File: src/rtl/sensor_spi_reader_if.sv
// Pin-level bundle of the sensor reader: trigger, shared ncs/scl, per-channel sda,
// and the extracted data with its valid strobe and busy flag.
interface sensor_spi_reader_if #(
    parameter int N_CH   = 1,
    parameter int DATA_W = 8
);
    logic                   start;
    logic                   ncs;
    logic                   scl;
    logic [N_CH-1:0]        sda;
    logic [N_CH*DATA_W-1:0] data;
    logic                   valid;
    logic                   busy;

    modport master (input start, sda, output ncs, scl, data, valid, busy);
    modport slave  (output start, sda, input ncs, scl, data, valid, busy);
endinterface

File: src/rtl/sensor_spi_reader.sv
// SPI-style reader: drives ncs/scl for N_CH sensors, shifts a frame in from each sda
// in parallel and publishes a DATA_W field per channel with a one-cycle valid strobe.
module sensor_spi_reader #(
    parameter int CLK_DIV    = 25,
    parameter int FRAME_BITS = 16,
    parameter int LEAD_BITS  = 3,
    parameter int DATA_W     = 8,
    parameter int N_CH       = 1,
    parameter int QUIET_BITS = 3,
    parameter bit CONTINUOUS = 1'b1
) (
    input logic                 clk,
    input logic                 rst,
    sensor_spi_reader_if.master bus
);
    localparam int DIV_W       = $clog2(CLK_DIV);
    localparam int BIT_W       = $clog2(FRAME_BITS + 1);
    localparam int QUIET_TICKS = 2 * QUIET_BITS;
    localparam int QUIET_W     = $clog2(QUIET_TICKS + 1);

    typedef enum logic [1:0] {IDLE, SETUP, SHIFT, QUIET} state_t;
    state_t state, state_next;

    logic [DIV_W-1:0]                div_cnt;
    logic [BIT_W-1:0]                bit_cnt;
    logic [QUIET_W-1:0]              quiet_cnt;
    logic                            scl_q, ncs_q, busy_q, valid_q;
    logic [N_CH-1:0][FRAME_BITS-1:0] sr, sr_next;
    logic [N_CH*DATA_W-1:0]          data_q, data_next;
    logic                            tick, rise_tick, last_rise;

    assign tick      = (div_cnt == DIV_W'(CLK_DIV - 1));
    assign rise_tick = (state == SHIFT) && tick && !scl_q;
    assign last_rise = rise_tick && (bit_cnt == BIT_W'(FRAME_BITS - 1));

    // Data is taken from the shift value including the final bit, so it lands one clk after that tick.
    always_comb begin
        sr_next   = sr;
        data_next = data_q;
        for (int c = 0; c < N_CH; c++) begin
            sr_next[c] = {sr[c][FRAME_BITS-2:0], bus.sda[c]};
            data_next[c*DATA_W +: DATA_W] = sr_next[c][FRAME_BITS-1-LEAD_BITS -: DATA_W];
        end
    end

    always_comb begin
        state_next = state;
        case (state)
            IDLE:    if (CONTINUOUS || bus.start) state_next = SETUP;
            SETUP:   if (tick) state_next = SHIFT;
            SHIFT:   if (last_rise) state_next = QUIET;
            QUIET:   if (tick && quiet_cnt == QUIET_W'(QUIET_TICKS - 1))
                         state_next = CONTINUOUS ? SETUP : IDLE;
            default: state_next = IDLE;
        endcase
    end

    // ncs/busy are registered from the next state so they switch exactly on state entry.
    always_ff @(posedge clk) begin
        if (rst) begin
            state     <= IDLE;
            div_cnt   <= '0;
            bit_cnt   <= '0;
            quiet_cnt <= '0;
            scl_q     <= 1'b1;
            ncs_q     <= 1'b1;
            busy_q    <= 1'b0;
            valid_q   <= 1'b0;
            sr        <= '0;
            data_q    <= '0;
        end else begin
            state   <= state_next;
            valid_q <= last_rise;
            ncs_q   <= !(state_next == SETUP || state_next == SHIFT);
            busy_q  <= (state_next != IDLE);

            if (state_next != state || tick) div_cnt <= '0;
            else                             div_cnt <= div_cnt + 1'b1;

            if (state != SHIFT) scl_q <= 1'b1;
            else if (tick)      scl_q <= !scl_q;

            if (state == SETUP) begin
                bit_cnt <= '0;
            end else if (rise_tick) begin
                bit_cnt <= bit_cnt + 1'b1;
                sr      <= sr_next;
            end

            if (state != QUIET) quiet_cnt <= '0;
            else if (tick)      quiet_cnt <= quiet_cnt + 1'b1;

            if (last_rise) data_q <= data_next;
        end
    end

    assign bus.ncs   = ncs_q;
    assign bus.scl   = scl_q;
    assign bus.data  = data_q;
    assign bus.valid = valid_q;
    assign bus.busy  = busy_q;
endmodule
File: src/flat_wrapper.sv
// flat-port wrapper written by rule: the top's interface ports become plain ports
module sensor_spi_reader_flat 
#(
    parameter int CLK_DIV    = 25,
    parameter int FRAME_BITS = 16,
    parameter int LEAD_BITS  = 3,
    parameter int DATA_W     = 8,
    parameter int N_CH       = 1,
    parameter int QUIET_BITS = 3,
    parameter bit CONTINUOUS = 1'b1
)
  (clk, rst, bus_start, bus_sda, bus_ncs, bus_scl, bus_data, bus_valid, bus_busy);
  sensor_spi_reader_if #(.N_CH(N_CH), .DATA_W(DATA_W)) bus_i ();
  input logic clk;
  input logic rst;
  input wire logic [$bits(bus_i.start)-1:0] bus_start;
  input wire logic [$bits(bus_i.sda)-1:0] bus_sda;
  output wire logic [$bits(bus_i.ncs)-1:0] bus_ncs;
  output wire logic [$bits(bus_i.scl)-1:0] bus_scl;
  output wire logic [$bits(bus_i.data)-1:0] bus_data;
  output wire logic [$bits(bus_i.valid)-1:0] bus_valid;
  output wire logic [$bits(bus_i.busy)-1:0] bus_busy;
  assign bus_i.start = bus_start;
  assign bus_i.sda = bus_sda;
  assign bus_ncs = bus_i.ncs;
  assign bus_scl = bus_i.scl;
  assign bus_data = bus_i.data;
  assign bus_valid = bus_i.valid;
  assign bus_busy = bus_i.busy;
  sensor_spi_reader #(.CLK_DIV(CLK_DIV), .FRAME_BITS(FRAME_BITS), .LEAD_BITS(LEAD_BITS), .DATA_W(DATA_W), .N_CH(N_CH), .QUIET_BITS(QUIET_BITS), .CONTINUOUS(CONTINUOUS)) u_core (.clk(clk), .rst(rst), .bus(bus_i));
endmodule
File: config.mk
export PLATFORM = sky130hd
export DESIGN_NAME = sensor_spi_reader_flat
export DESIGN_NICKNAME = d
export VERILOG_FILES = /design/src/rtl/sensor_spi_reader_if.sv /design/src/rtl/sensor_spi_reader.sv /design/src/flat_wrapper.sv
export SDC_FILE = /design/constraint.sdc
export NUM_CORES = 1
export LEC_CHECK = 0
export CAP_MARGIN = 25
export CORE_UTILIZATION = 55
export CTS_CLUSTER_DIAMETER = 80
export DETAILED_ROUTE_END_ITERATION = 6
export MAX_ROUTING_LAYER = met4
export PLACE_DENSITY = 0.81
export RECOVER_POWER = 100
export SETUP_SLACK_MARGIN = 0.3
export SYNTH_ARGS = -nofsm -noshare
export SYNTH_HDL_FRONTEND = slang
export SYNTH_SLANG_ARGS = --single-unit
File: constraint.sdc
create_clock -name clk -period 2.4 [get_ports clk]
set_input_delay 0.48 -clock clk [delete_from_list [all_inputs] [get_ports clk]]
set_output_delay 0.48 -clock clk [all_outputs]
set_load 0.01 [all_outputs]
# [Word-level counts from Yosys, hierarchy flattened]
# Index checks and enable logic that the tools add are counted.
[totals] ff_bits=39 input_bits=4 word_cells=44
[classes] add_sub_neg=3 n_eq_ne=11 muxes=4 bitwise_logic=1 reduce_logical=15
[op_table] operator="5-bit by 1-bit adder with 5-bit output (second input constant)" n=2
[op_table] operator="2-bit case mux with 4 select lines" n=1
[op_table] operator="2-bit OR reduction" n=4
[op_table] operator="2-bit == test (second input constant)" n=3
[op_table] operator="2-bit 2-to-1 mux" n=3
[op_table] operator="5-bit by 4-bit == test with 1-bit output (second input constant)" n=1
[op_table] operator="5-bit == test (second input constant)" n=1
[op_table] operator="2-bit by 1-bit == test with 1-bit output (second input constant)" n=2
[op_table] operator="1-bit logical AND" n=4
[op_table] operator="2-bit != test (second input constant)" n=2
[op_table] operator="3-bit by 1-bit adder with 3-bit output (second input constant)" n=1
[op_table] operator="3-bit == test (second input constant)" n=1
[op_table] operator="1-bit logical NOT" n=2
[op_table] operator="2-bit logical NOT" n=1
[op_table] operator="1-bit logical OR" n=2
[op_table] operator="2-bit != test" n=1
[op_table] operator="2-bit AND reduction" n=1
[op_table] operator="2-bit nonzero test" n=1
[op_table] operator="1-bit inverter" n=1

# [Logic depth before layout (Yosys ltp)]
# Gate-level depths: netlist (run 1).
[depth] word_depth=9 mapped_depth=8 ltp_nobuf=7

# [Worst setup path after synthesis (run 1)]
# No wires, ideal clock.
[synth_path] path_type="register to register" startpoint="reg u_core.div_cnt[0]" endpoint="reg u_core.ncs_q (netlist: u_core.bus.ncs)" arrival_ns=1.578 t_required_ns=2.283 slack_ns=0.705 stages_incl_launch_ff=9 synth_period_minus_slack_ns=1.695 path_cell_list="dfxtp_1 inv_1 ha_1 and4b_1 buf_2 and3_1 a21o_1 ha_1 nand2b_1"
[synth_via] elab_chain_cells=9
[synth_rtl] item="start, declared" line="sensor_spi_reader.sv:24" rtl="logic [DIV_W-1:0] div_cnt;"
[synth_rtl] item="start signal, assigned" line="sensor_spi_reader.sv:78" rtl="else div_cnt <= div_cnt + 1'b1;"
[synth_rtl] item="5-bit == test (*)" line="sensor_spi_reader.sv:32" rtl="assign tick = (div_cnt == DIV_W'(CLK_DIV - 1));"
[synth_rtl] item="1-bit logical AND (2 in series)" line="sensor_spi_reader.sv:33" rtl="assign rise_tick = (state == SHIFT) && tick && !scl_q;"
[synth_rtl] item="1-bit logical AND" line="sensor_spi_reader.sv:34" rtl="assign last_rise = rise_tick && (bit_cnt == BIT_W'(FRAME_BITS - 1));"
[synth_rtl] item="2-bit 2-to-1 mux" line="sensor_spi_reader.sv:51" rtl="SHIFT: if (last_rise) state_next = QUIET;"
[synth_rtl] item="2-bit case mux with 4 select lines (*)" line="sensor_spi_reader.sv:48" rtl="case (state)"
[synth_rtl] item="2-bit by 1-bit == test with 1-bit output / 2-bit == test (equally long branches)" line="sensor_spi_reader.sv:74" rtl="ncs_q <= !(state_next == SETUP || state_next == SHIFT);"
[synth_rtl] item="1-bit logical OR (*)" line="sensor_spi_reader.sv:74"
[synth_rtl] item="1-bit logical NOT (*)" line="sensor_spi_reader.sv:74"
[synth_rtl] item="end signal, assigned" line="sensor_spi_reader.sv:74"
[synth_rtl] item="end, declared" line="sensor_spi_reader.sv:27" rtl="logic scl_q, ncs_q, busy_q, valid_q;"
# Mark *: on every way between the ends. The rest lies on a longest branch, timed or not.
# A chain may end at the register's enable or synchronous reset.

# [Final worst setup path (run 1)]
[layout_path] startpoint="reg u_core.scl_q (netlist: u_core.bus.scl)" endpoint="out bus_scl"
[layout_rtl] item="start, declared" line="sensor_spi_reader.sv:27"
[layout_rtl] item="start signal, assigned" line="sensor_spi_reader.sv:81" rtl="else if (tick) scl_q <= !scl_q;"
[layout_rtl] item="end, declared" line="flat_wrapper.sv:19" rtl="output wire logic [$bits(bus_i.scl)-1:0] bus_scl;"
# No word-level cell between the ends.

==> flow_results.xml, run 1 <==
<?xml version="1.0" encoding="UTF-8"?>
<metrics>
  <group name="global_route">
    <metric name="grt_pass1_wl" unit="um">5710</metric>
    <metric name="grt_max_degree" unit="">23</metric>
    <metric name="all_layer_global_routing_usage" unit="%">23.0</metric>
    <metric name="antenna_found_initial" unit="">0</metric>
    <metric name="grt_remaining_overflow" unit="">0</metric>
    <metric name="grt_pass1_vias" unit="">1287</metric>
  </group>
  <group name="finish">
    <metric name="layout.nets" unit="">203</metric>
    <metric name="antenna_cells_inserted" unit="">0</metric>
    <metric name="layout-drive-gt1-share" unit="%">6.74</metric>
    <metric name="finish.utilization" unit="%">68.1</metric>
    <metric name="areaGrowthSynthToFinish" unit="%">13.4</metric>
    <metric name="filler_cells" unit="">239</metric>
  </group>
  <group name="cts">
    <metric name="cts_num_sinks" unit="">39</metric>
    <metric name="post_cts_resized" unit="">0</metric>
    <metric name="tritoncts_clock_tree" unit="">done</metric>
    <metric name="cts_root_buffer" unit="">sky130_fd_sc_hd__clkbuf_4</metric>
    <metric name="clk_transition_reported_paths" unit="ns">0.12</metric>
    <metric name="cts-buffers-inserted" unit="">5</metric>
    <metric name="h-tree-depth" unit="">2</metric>
    <metric name="postCtsSetupRepairBufs" unit="">0</metric>
    <metric name="hold_buffers" unit="">0</metric>
    <metric name="clock_tree.buffer_depth" unit="">2</metric>
    <metric name="worst_skew_pair.late_latency" unit="ns">0.35</metric>
  </group>
  <group name="power_and_ir_drop">
    <metric name="fin_total_pwr" unit="mW">1.13</metric>
    <metric name="internal_power" unit="uW">886</metric>
    <metric name="power.clock.fraction" unit="%">39.2</metric>
    <metric name="seq_power_share" unit="%">58.0</metric>
    <metric name="power.switching" unit="uW">245</metric>
    <metric name="powerDensity" unit="mW/mm^2">582</metric>
    <metric name="comb_power_share" unit="%">2.7</metric>
    <metric name="total_leakage_power" unit="nW">0.691</metric>
    <metric name="vdd_ir_drop_max" unit="V">0.000443</metric>
    <metric name="power_switching_share" unit="%">21.6</metric>
  </group>
  <group name="placed_design">
    <metric name="dp_hpwl" unit="um">2330</metric>
    <metric name="numPortBuffers" unit="">14</metric>
    <metric name="place_congestion" unit="">0.816</metric>
  </group>
  <group name="logic_synthesis">
    <metric name="yosys.cell_types.count" unit="">41</metric>
    <metric name="synth_edf_count" unit="">0</metric>
    <metric name="synth-warning-count" unit="">0</metric>
    <metric name="syn_area" unit="mm^2">0.00171</metric>
    <metric name="synth-seq-area-share" unit="%">45.6</metric>
    <metric name="syn_inst" unit="">179</metric>
    <metric name="syn-num-nets" unit="">190</metric>
    <metric name="syn_area_per_cell" unit="um^2">9.57</metric>
    <metric name="synth_top_flop_cell" unit="">sky130_fd_sc_hd__dfxtp_1</metric>
    <metric name="synth-seq-cells" unit="">39</metric>
    <metric name="postSynth.asyncResetShare" unit="%">0</metric>
  </group>
  <group name="floorplan">
    <metric name="fp.dieArea" unit="mm^2">0.00334</metric>
    <metric name="placement_rows" unit="">19</metric>
    <metric name="core_region_area" unit="mm^2">0.00285</metric>
    <metric name="io_pins" unit="">16</metric>
    <metric name="die-width" unit="um">57.8</metric>
    <metric name="starting_density_of_the_core" unit="%">60.0</metric>
    <metric name="die_h" unit="um">57.8</metric>
  </group>
  <group name="setup_path">
    <metric name="cp.buffers_inverters" unit="">1</metric>
    <metric name="worst_reg2reg_setup_slack" unit="ns">0.41</metric>
    <metric name="cpMaxStageDelayCell" unit="">sky130_fd_sc_hd__dlygate4sd3_1</metric>
    <metric name="crit_path_max_fanout" unit="">11</metric>
    <metric name="critical-path-top-delay-family" unit="">buffers and inverters</metric>
    <metric name="max_stage_delay" unit="ns">0.66</metric>
    <metric name="cp.arrival" unit="ns">1.58</metric>
    <metric name="path_class" unit="">flip-flop to output port</metric>
    <metric name="critPathCaptureType" unit="">output port</metric>
    <metric name="required" unit="ns">1.92</metric>
    <metric name="crit_path_cell_chain" unit="">dlygate4sd3_1</metric>
    <metric name="worst_setup_path_start_kind" unit="">flip-flop</metric>
  </group>
  <group name="route">
    <metric name="initial_detailed_routing_violation_count" unit="">41</metric>
    <metric name="final_antenna_net_count" unit="">0</metric>
    <metric name="drt-vias-per-instance" unit="">6.07</metric>
    <metric name="routed_wirelength" unit="um">3230</metric>
    <metric name="num_vias" unit="">1360</metric>
    <metric name="route.detailed.drc" unit="">1</metric>
    <metric name="drt-pass1-iter-count" unit="">6</metric>
    <metric name="wl_per_cell" unit="um">14.4</metric>
  </group>
  <group name="sta">
    <metric name="setup-tns-final" unit="ns">0</metric>
    <metric name="final_min_period_over_clock_period" unit="%">85.6</metric>
    <metric name="finalClockSkew" unit="ns">0.00534</metric>
    <metric name="clock.fmax" unit="GHz">0.487</metric>
    <metric name="setup_viol_count_final" unit="">0</metric>
    <metric name="timing.max_slew.rel_slack" unit="%">71.4</metric>
    <metric name="hold_violations" unit="">0</metric>
    <metric name="tightestPinTransition" unit="ns">0.426</metric>
    <metric name="slew_viol_final" unit="">0</metric>
    <metric name="period_needed" unit="ns">2.06</metric>
    <metric name="grt_setup_unrepaired" unit="">false</metric>
  </group>
  <group name="status">
    <metric name="outcome" unit="">finished, violations left</metric>
    <metric name="violations" unit="">DRC</metric>
  </group>
  <group name="worst_hold_path">
    <metric name="hold_path_class" unit="">flip-flop to flip-flop</metric>
  </group>
  <group name="job">
    <metric name="drv_cap" unit="">0</metric>
  </group>
</metrics>
area by class of cell:
type	instances	area [um^2]	share of cell area [%]
Tap cell	31	38.8	2.00
Sequential cell	39	781	40.2
Multi-Input combinational cell	118	838	43.1
Clock buffer	5	37.5	1.93
Timing Repair Buffer	18	166	8.56
Clock inverter	3	43.8	2.25
Inverter	10	37.5	1.93
power groups by stage:
stage                     Clock [mW]  Sequential (mW)  Combinational (mW)
after floorplan                    0            0.669              0.0209
after global placement             0            0.670              0.0305
after detailed placement           0            0.670              0.0322
after CTS                      0.452            0.656              0.0322
after global routing           0.480            0.656              0.0351
final                          0.444            0.656              0.0309
registers in the layout, summed over array words and instances, names as in the netlist:
name,count
u_core.quiet_cnt,3
u_core.bus.valid,1
u_core.bit_cnt,5
u_core.bus.ncs,1
u_core.div_cnt,5
u_core.bus.busy,1
u_core.state,2
u_core.bus.scl,1
u_core.bus.data,8
u_core.sr,12
worst reg2reg max path, delay by kind of cell, from the launching register on:
kind                       cells  cell delay (ns)
buffers and inverters          2             0.35
DFF                            1             0.40
adders and majority gates      1             0.24
and+or+nand+nor                3             0.96
cells by family (layout without fill, tap and decap cells):
logic type | count (synthesis) | count (layout) | synth area share, %
xor gates and xnor gates | 5 | 5 | 2.56
buffers and inverters | 22 | 36 | 5.19
DFF | 39 | 39 | 45.6
and+or+nand+nor | 58 | 58 | 21.4
AOI/OAI and AO/OA | 36 | 36 | 13.1
muxes | 12 | 12 | 7.01
adders and majority gates | 7 | 7 | 5.11
synthesized netlist by cell type, drive strengths merged, types with 2 or more instances:
| cell type | n | area [um^2] |
|---|---|---|
| a211oi | 2 | 15.0 |
| a21oi | 9 | 45.0 |
| a31oi | 3 | 18.8 |
| a32oi | 2 | 17.5 |
| and3 | 3 | 18.8 |
| buf | 4 | 21.3 |
| clkbuf | 8 | 30.0 |
| dfxtp | 39 | 781 |
| ha | 7 | 87.6 |
| inv | 10 | 37.5 |
| mux2i | 12 | 120 |
| nand2 | 2 | 7.51 |
| nand2b | 16 | 100 |
| nand3 | 10 | 50.1 |
| nand4b | 2 | 32.5 |
| nor2 | 9 | 33.8 |
| nor2b | 2 | 12.5 |
| nor3 | 2 | 15.0 |
| nor4bb | 2 | 20.0 |
| o21ai | 10 | 50.1 |
| o32ai | 4 | 35.0 |
| or3 | 3 | 18.8 |
| xnor2 | 3 | 26.3 |
| xor2 | 2 | 17.5 |
cell usage in the layout (no fill, tap or decap), types with 2 or more instances in the layout:
| cell | netlist | final |
|---|---|---|
| sky130_fd_sc_hd__a211oi_1 | 2 | 2 |
| sky130_fd_sc_hd__a21oi_1 | 9 | 9 |
| sky130_fd_sc_hd__a31oi_1 | 3 | 3 |
| sky130_fd_sc_hd__a32oi_1 | 2 | 2 |
| sky130_fd_sc_hd__and3_1 | 3 | 3 |
| sky130_fd_sc_hd__buf_4 | 1 | 3 |
| sky130_fd_sc_hd__clkbuf_4 | 0 | 5 |
| sky130_fd_sc_hd__dfxtp_1 | 39 | 39 |
| sky130_fd_sc_hd__dlygate4sd3_1 | 0 | 13 |
| sky130_fd_sc_hd__ha_1 | 7 | 7 |
| sky130_fd_sc_hd__inv_1 | 10 | 10 |
| sky130_fd_sc_hd__mux2i_1 | 12 | 12 |
| sky130_fd_sc_hd__nand2_1 | 2 | 2 |
| sky130_fd_sc_hd__nand2b_1 | 16 | 16 |
| sky130_fd_sc_hd__nand3_1 | 10 | 10 |
| sky130_fd_sc_hd__nor2_1 | 9 | 9 |
| sky130_fd_sc_hd__nor2b_1 | 2 | 2 |
| sky130_fd_sc_hd__nor3_1 | 1 | 2 |
| sky130_fd_sc_hd__nor4bb_1 | 2 | 2 |
| sky130_fd_sc_hd__o21ai_0 | 10 | 10 |
| sky130_fd_sc_hd__o32ai_1 | 4 | 4 |
| sky130_fd_sc_hd__or3_1 | 3 | 3 |
| sky130_fd_sc_hd__xnor2_1 | 3 | 3 |
| sky130_fd_sc_hd__xor2_1 | 2 | 2 |
final timing paths:
check / end / depth (start not counted) / startpoint
worst max-delay path: bus_scl / 1 / u_core.bus.scl
worst min-delay path: u_core.bus.data[3] / 2 / u_core.bus.data[3]
worst max register to register: u_core.div_cnt[3] / 6 / u_core.div_cnt[0]
worst min register to register: u_core.bus.data[3] / 2 / u_core.bus.data[3]
layer usage:
metal	track usage, %	share of wire (%)
met1	27.8	46
met2	37.1	48
met3	7.37	4.7
met4	6.12	1.2
met5	-	0
metrics by stage:
step           cells  setup WS, ns  hold WS (ns)  area [um^2]
6_report         224         0.345         0.478         1940
5_1_grt          224         0.279         0.504         1940
4_1_cts          224         0.385         0.477         1950
3_5_place_dp     216         0.478         0.461         1870
3_3_place_gp     216         0.513         0.443         1870
2_1_floorplan    179         0.705         0.430         1710
Power figures use the tool's default switching activity.
==> run 2: changes to the inputs <==
Settings changed: GPL_TIMING_DRIVEN set to 0.
==> flow_results.xml, run 2 (synthesis results as in run 1) <==
<?xml version="1.0" encoding="UTF-8"?>
<metrics>
  <group name="power_and_ir_drop">
    <metric name="powerDensity" unit="mW/mm^2">582</metric>
    <metric name="vdd_ir_drop_max" unit="V">0.000433</metric>
    <metric name="total_leakage_power" unit="nW">0.698</metric>
  </group>
  <group name="status">
    <metric name="violations" unit="">DRC</metric>
    <metric name="outcome" unit="">finished, violations left</metric>
  </group>
  <group name="setup_path">
    <metric name="path_class" unit="">flip-flop to flip-flop</metric>
    <metric name="required" unit="ns">2.66</metric>
    <metric name="critPathCaptureType" unit="">flip-flop</metric>
    <metric name="max_stage_delay" unit="ns">0.39</metric>
    <metric name="crit_path_max_fanout" unit="">10</metric>
    <metric name="cpMaxStageDelayCell" unit="">sky130_fd_sc_hd__clkbuf_1</metric>
    <metric name="critical-path-top-cell-by-count" unit="">sky130_fd_sc_hd__ha_1</metric>
    <metric name="crit_path_cell_chain" unit="">inv_1, ha_1, and4b_1, clkbuf_1, nand2_1, a21o_1, ha_1, nand2b_1</metric>
    <metric name="cp.arrival" unit="ns">2.26</metric>
    <metric name="worst_setup_path_start_kind" unit="">flip-flop</metric>
  </group>
  <group name="worst_hold_path">
    <metric name="hold_path_class" unit="">flip-flop to flip-flop</metric>
  </group>
  <group name="cts">
    <metric name="clk_transition_reported_paths" unit="ns">0.12</metric>
    <metric name="cts_root_buffer" unit="">sky130_fd_sc_hd__clkbuf_4</metric>
    <metric name="clock_tree.buffer_depth" unit="">2</metric>
    <metric name="h-tree-depth" unit="">2</metric>
    <metric name="tritoncts_clock_tree" unit="">done</metric>
    <metric name="worst_skew_pair.late_latency" unit="ns">0.35</metric>
    <metric name="cts_num_sinks" unit="">39</metric>
    <metric name="cts-buffers-inserted" unit="">5</metric>
    <metric name="postCtsSetupRepairBufs" unit="">0</metric>
    <metric name="hold_buffers" unit="">0</metric>
  </group>
  <group name="finish">
    <metric name="layout.nets" unit="">211</metric>
    <metric name="areaGrowthSynthToFinish" unit="%">15.0</metric>
    <metric name="antenna_cells_inserted" unit="">0</metric>
    <metric name="largest-register" unit="">u_core.sr</metric>
    <metric name="multi_input_area" unit="um^2">838</metric>
    <metric name="leading_cell_types_in_the_layout_fill_and_taps_excluded" unit="">sky130_fd_sc_hd__dfxtp_1, sky130_fd_sc_hd__nand2b_1, sky130_fd_sc_hd__dlygate4sd3_1, sky130_fd_sc_hd__mux2i_1</metric>
    <metric name="largest_reg_flops" unit="">12</metric>
    <metric name="final-seq-area" unit="um^2">781</metric>
    <metric name="layout.cells.most_common" unit="">sky130_fd_sc_hd__dfxtp_1</metric>
    <metric name="filler_cells" unit="">230</metric>
    <metric name="layout-drive-gt1-share" unit="%">5.97</metric>
  </group>
  <group name="placed_design">
    <metric name="numPortBuffers" unit="">14</metric>
    <metric name="place_congestion" unit="">0.830</metric>
    <metric name="dp_hpwl" unit="um">2360</metric>
  </group>
  <group name="floorplan">
    <metric name="die-width" unit="um">57.8</metric>
    <metric name="fp.dieArea" unit="mm^2">0.00334</metric>
    <metric name="placement_rows" unit="">19</metric>
    <metric name="die_h" unit="um">57.8</metric>
    <metric name="io_pins" unit="">16</metric>
    <metric name="starting_density_of_the_core" unit="%">60.0</metric>
    <metric name="core_region_area" unit="mm^2">0.00285</metric>
  </group>
  <group name="sta">
    <metric name="setup_viol_count_final" unit="">0</metric>
    <metric name="final_min_period_over_clock_period" unit="%">83.2</metric>
    <metric name="grt_setup_unrepaired" unit="">false</metric>
    <metric name="clock.fmax" unit="GHz">0.501</metric>
    <metric name="finalClockSkew" unit="ns">0.0105</metric>
    <metric name="timing.max_slew.rel_slack" unit="%">66.8</metric>
    <metric name="tightestPinTransition" unit="ns">0.495</metric>
    <metric name="fin_hold_ws" unit="ns">0.480</metric>
    <metric name="period_needed" unit="ns">2.00</metric>
    <metric name="setup-tns-final" unit="ns">0</metric>
    <metric name="slew_viol_final" unit="">0</metric>
    <metric name="hold_violations" unit="">0</metric>
  </group>
  <group name="global_route">
    <metric name="antenna_found_initial" unit="">0</metric>
    <metric name="grt_remaining_overflow" unit="">0</metric>
    <metric name="all_layer_global_routing_usage" unit="%">21.9</metric>
    <metric name="grt_pass1_vias" unit="">1291</metric>
    <metric name="grt_max_degree" unit="">13</metric>
    <metric name="grt_pass1_wl" unit="um">5550</metric>
  </group>
  <group name="route">
    <metric name="drt-pass1-iter-count" unit="">6</metric>
    <metric name="routed_wirelength" unit="um">3280</metric>
    <metric name="initial_detailed_routing_violation_count" unit="">46</metric>
    <metric name="num_vias" unit="">1342</metric>
    <metric name="route.detailed.drc" unit="">1</metric>
    <metric name="drt-vias-per-instance" unit="">5.78</metric>
    <metric name="final_antenna_net_count" unit="">0</metric>
    <metric name="wl_per_cell" unit="um">14.1</metric>
  </group>
  <group name="job">
    <metric name="drv_cap" unit="">0</metric>
  </group>
</metrics>
## run 2: changes by cell type in the layout (fill, tap and decap cells not counted), sizes merged
cell,before,now
clkbuf,6,18
clkinv,2,1
buf,3,0
## run 2: per-stage QoR
stage | utilization (%) | std cells | setup slack, ns | area, um^2 | power (mW)
final | 69.0 | 232 | 0.404 | 1970 | 1.15
after global placement | 66.3 | 224 | 0.387 | 1890 | 0.701
after CTS | 69.3 | 232 | 0.515 | 1980 | 1.16
after detailed placement | 66.3 | 224 | 0.319 | 1890 | 0.703
after global routing | 69.0 | 232 | 0.201 | 1970 | 1.19
after floorplan | - | 179 | 0.705 | 1710 | 0.690
## run 2: final cells by class
cell class                      instances  share of cell area (%)
Multi-Input combinational cell        118                    42.6
Sequential cell                        39                    39.6
Buffer                                 12                    2.41
Inverter                               10                    1.91
Timing Repair Buffer                   14                    7.12
Clock inverter                          2                    1.78
Clock buffer                            6                    2.60
Tap cell                               31                    1.97
## run 2: layer usage
layer  wire [um]  track usage, %
met2        1520            34.6
met4          74            8.84
met1        1550            26.8
met5           0               -
met3         134            5.36
## run 2: repair_timing
action	4_1_cts	5_1_grt
endpoints found under the hold margin	0	0
gates resized for setup	0	1
setup endpoints to repair	0	1
## run 2: worst paths after layout
path,from,end,slack (ns),depth (start not counted)
worst max-delay path,u_core.div_cnt[0],u_core.bus.ncs,0.40,8
worst min-delay path,u_core.div_cnt[0],u_core.div_cnt[0],0.48,1
worst max register to register,u_core.div_cnt[0],u_core.bus.ncs,0.40,8
worst min register to register,u_core.div_cnt[0],u_core.div_cnt[0],0.48,1
## run 2: critical path, delay by kind of cell, from the launching register on
| kind | cells | cell delay (ns) |
|---|---|---|
| compound gates | 1 | 0.21 |
| fa+ha+maj | 2 | 0.48 |
| buf+inv | 2 | 0.45 |
| simple gates | 3 | 0.43 |
| flops | 1 | 0.35 |
## run 2: power breakdown
group          internal [mW]  switching, mW  total, mW
combinational         0.0152         0.0185     0.0337
sequential             0.651        0.00227      0.654
clock                  0.246          0.214      0.460
total                  0.913          0.234       1.15
==> run 3: changes to the inputs <==
Clock period 2.4 ns to 1.85 ns, I/O delays scaled along.
==> flow_results.xml, run 3 (synthesis results as in run 1) <==
<?xml version="1.0" encoding="UTF-8"?>
<metrics>
  <group name="sta">
    <metric name="fin_hold_ws" unit="ns">0.474</metric>
    <metric name="grt_setup_unrepaired" unit="">true</metric>
    <metric name="worst_slack" unit="ns">0.176</metric>
    <metric name="slew_viol_final" unit="">0</metric>
    <metric name="period_needed" unit="ns">1.67</metric>
    <metric name="final_min_period_over_clock_period" unit="%">90.5</metric>
    <metric name="hold_violations" unit="">0</metric>
    <metric name="timing.max_slew.rel_slack" unit="%">66.2</metric>
    <metric name="clock.fmax" unit="GHz">0.597</metric>
    <metric name="finalClockSkew" unit="ns">0.00879</metric>
    <metric name="setup_viol_count_final" unit="">0</metric>
    <metric name="tightestPinTransition" unit="ns">0.507</metric>
  </group>
  <group name="global_route">
    <metric name="grt_pass1_wl" unit="um">6040</metric>
    <metric name="global_route.usage.met1" unit="%">31.4</metric>
    <metric name="global_route.usage.met3" unit="%">4.69</metric>
    <metric name="grt_pass1_vias" unit="">1361</metric>
    <metric name="antenna_found_initial" unit="">0</metric>
    <metric name="grt_remaining_overflow" unit="">0</metric>
    <metric name="all_layer_global_routing_usage" unit="%">24.5</metric>
    <metric name="grt_max_degree" unit="">13</metric>
    <metric name="global_route.peak_usage_layer" unit="">met2</metric>
    <metric name="global_route.usage.met2" unit="%">37.1</metric>
  </group>
  <group name="job">
    <metric name="drv_cap" unit="">0</metric>
  </group>
  <group name="route">
    <metric name="route.detailed.drc" unit="">1</metric>
    <metric name="routed_wirelength" unit="um">4070</metric>
    <metric name="final_antenna_net_count" unit="">0</metric>
    <metric name="wl_per_cell" unit="um">16.6</metric>
    <metric name="initial_detailed_routing_violation_count" unit="">73</metric>
    <metric name="drt-vias-per-instance" unit="">5.86</metric>
    <metric name="num_vias" unit="">1435</metric>
    <metric name="drt-pass1-iter-count" unit="">6</metric>
  </group>
  <group name="power_and_ir_drop">
    <metric name="vdd_ir_drop_max" unit="V">0.000533</metric>
    <metric name="comb_power_share" unit="%">4.3</metric>
    <metric name="seq_power_share" unit="%">62.9</metric>
    <metric name="power_switching_share" unit="%">24.4</metric>
    <metric name="total_leakage_power" unit="nW">0.810</metric>
    <metric name="power.switching" unit="uW">328</metric>
    <metric name="powerDensity" unit="mW/mm^2">609</metric>
    <metric name="internal_power" unit="mW">1.02</metric>
    <metric name="power.clock.fraction" unit="%">32.8</metric>
  </group>
  <group name="finish">
    <metric name="largest_reg_flops" unit="">12</metric>
    <metric name="finish.utilization" unit="%">77.4</metric>
    <metric name="largest-register" unit="">u_core.sr</metric>
    <metric name="fin_area" unit="mm^2">0.00221</metric>
    <metric name="leading_cell_types_in_the_layout_fill_and_taps_excluded" unit="">sky130_fd_sc_hd__dfxtp_1, sky130_fd_sc_hd__nand2b_1, sky130_fd_sc_hd__mux2i_1, sky130_fd_sc_hd__dlygate4sd2_1, sky130_fd_sc_hd__buf_4</metric>
    <metric name="layout.nets" unit="">224</metric>
    <metric name="layout.cells.most_common" unit="">sky130_fd_sc_hd__dfxtp_1</metric>
    <metric name="final_cell_count_no_fill" unit="">245</metric>
    <metric name="filler_cells" unit="">210</metric>
    <metric name="areaGrowthSynthToFinish" unit="%">28.9</metric>
    <metric name="antenna_cells_inserted" unit="">0</metric>
    <metric name="layout-drive-gt1-share" unit="%">26.6</metric>
  </group>
  <group name="floorplan">
    <metric name="io_pins" unit="">16</metric>
    <metric name="die-width" unit="um">57.8</metric>
    <metric name="placement_rows" unit="">19</metric>
    <metric name="die_h" unit="um">57.8</metric>
    <metric name="core_region_area" unit="mm^2">0.00285</metric>
    <metric name="fp.dieArea" unit="mm^2">0.00334</metric>
    <metric name="starting_density_of_the_core" unit="%">60.0</metric>
  </group>
  <group name="cts">
    <metric name="clk_transition_reported_paths" unit="ns">0.12</metric>
    <metric name="cts_num_sinks" unit="">39</metric>
    <metric name="cts_root_buffer" unit="">sky130_fd_sc_hd__clkbuf_4</metric>
    <metric name="tritoncts_clock_tree" unit="">done</metric>
    <metric name="clock_tree.buffer_depth" unit="">2</metric>
    <metric name="h-tree-depth" unit="">2</metric>
    <metric name="hold_buffers" unit="">0</metric>
    <metric name="worst_skew_pair.late_latency" unit="ns">0.36</metric>
    <metric name="cts-buffers-inserted" unit="">5</metric>
  </group>
  <group name="placed_design">
    <metric name="post-place-ws" unit="ns">-0.125</metric>
    <metric name="dp_cells" unit="">224</metric>
    <metric name="dp_hpwl" unit="um">2370</metric>
    <metric name="place_congestion" unit="">0.800</metric>
    <metric name="numPortBuffers" unit="">14</metric>
    <metric name="detailed_place.area" unit="mm^2">0.00192</metric>
  </group>
  <group name="status">
    <metric name="outcome" unit="">finished, violations left</metric>
    <metric name="violations" unit="">DRC</metric>
  </group>
  <group name="setup_path">
    <metric name="cp.arrival" unit="ns">1.97</metric>
    <metric name="path_class" unit="">flip-flop to flip-flop</metric>
    <metric name="critPathCaptureType" unit="">flip-flop</metric>
    <metric name="worst_setup_path_start_kind" unit="">flip-flop</metric>
    <metric name="required" unit="ns">2.15</metric>
    <metric name="crit_path_max_fanout" unit="">9</metric>
  </group>
  <group name="worst_hold_path">
    <metric name="hold_path_class" unit="">flip-flop to flip-flop</metric>
  </group>
</metrics>
-- run 3: changes by cell type in the layout (fill, tap and decap cells not counted), moves of 4 or more --
cell / previous run / this run
sky130_fd_sc_hd__a21oi_1: 9 / 3
sky130_fd_sc_hd__dlygate4sd2_1: 0 / 12
sky130_fd_sc_hd__clkbuf_2: 2 / 6
sky130_fd_sc_hd__a21oi_2: 0 / 6
sky130_fd_sc_hd__nand3_1: 10 / 2
sky130_fd_sc_hd__nand3_2: 0 / 7
sky130_fd_sc_hd__buf_4: 0 / 10
sky130_fd_sc_hd__dlygate4sd3_1: 13 / 0
-- run 3: critical path, stage by stage, from the launching register on --
cell	delay, ns
sky130_fd_sc_hd__dfxtp_4	0.37
sky130_fd_sc_hd__ha_4	0.16
sky130_fd_sc_hd__and3_4	0.19
sky130_fd_sc_hd__ha_4	0.16
sky130_fd_sc_hd__nand4bb_1	0.09
sky130_fd_sc_hd__clkbuf_1	0.31
sky130_fd_sc_hd__o21ai_0	0.18
sky130_fd_sc_hd__a21oi_2	0.16
-- run 3: power by group through the flow --
| stage | registers [mW] | clock network, mW | logic [mW] |
|---|---|---|---|
| 4_1_cts | 0.848 | 0.445 | 0.0526 |
| 3_3_place_gp | 0.868 | 0 | 0.0472 |
| 2_1_floorplan | 0.869 | 0 | 0.0298 |
| 3_5_place_dp | 0.868 | 0 | 0.0495 |
| 5_1_grt | 0.847 | 0.477 | 0.0625 |
| 6_report | 0.846 | 0.441 | 0.0573 |
-- run 3: repair_timing --
item / 4_1_cts / 5_1_grt
cloned: 0 / 1
pin swaps: 3 / 21
gates resized for setup: 30 / 33
setup buffers: 6 / 6
setup endpoints to repair: 33 / 27
-- run 3: layout make-up --
class | instances | area, um^2 | share of cell area, %
Timing Repair Buffer | 27 | 213 | 9.64
Clock inverter | 2 | 12.5 | 0.567
Buffer | 12 | 76.3 | 3.46
Clock buffer | 6 | 41.3 | 1.87
Tap cell | 31 | 38.8 | 1.76
Multi-Input combinational cell | 118 | 1000 | 45.4
Sequential cell | 39 | 787 | 35.7
Inverter | 10 | 37.5 | 1.70
-- run 3: path summary, 6_finish.rpt --
| path | to | cells past startpoint | from | slack (ns) |
|---|---|---|---|---|
| max | u_core.bus.data[1] | 7 | u_core.bit_cnt[1] | 0.18 |
| min | u_core.bus.data[7] | 2 | u_core.sr[11] | 0.47 |
| max reg2reg | u_core.bus.data[1] | 7 | u_core.bit_cnt[1] | 0.18 |
| min reg2reg | u_core.bus.data[7] | 2 | u_core.sr[11] | 0.47 |
-- run 3: routing by layer --
layer  wire length [um]  share of wire (%)
met3                158                3.9
met4                133                3.3
met1               1830                 45
met5                  0                  0
met2               1940                 48
-- run 3: stage by stage --
stage | TNS [ns] | power (mW)
final | 0 | 1.34
after CTS | 0 | 1.34
after floorplan | 0 | 0.898
after detailed placement | -1.18 | 0.917
after global routing | 0 | 1.39
after global placement | -0.864 | 0.915
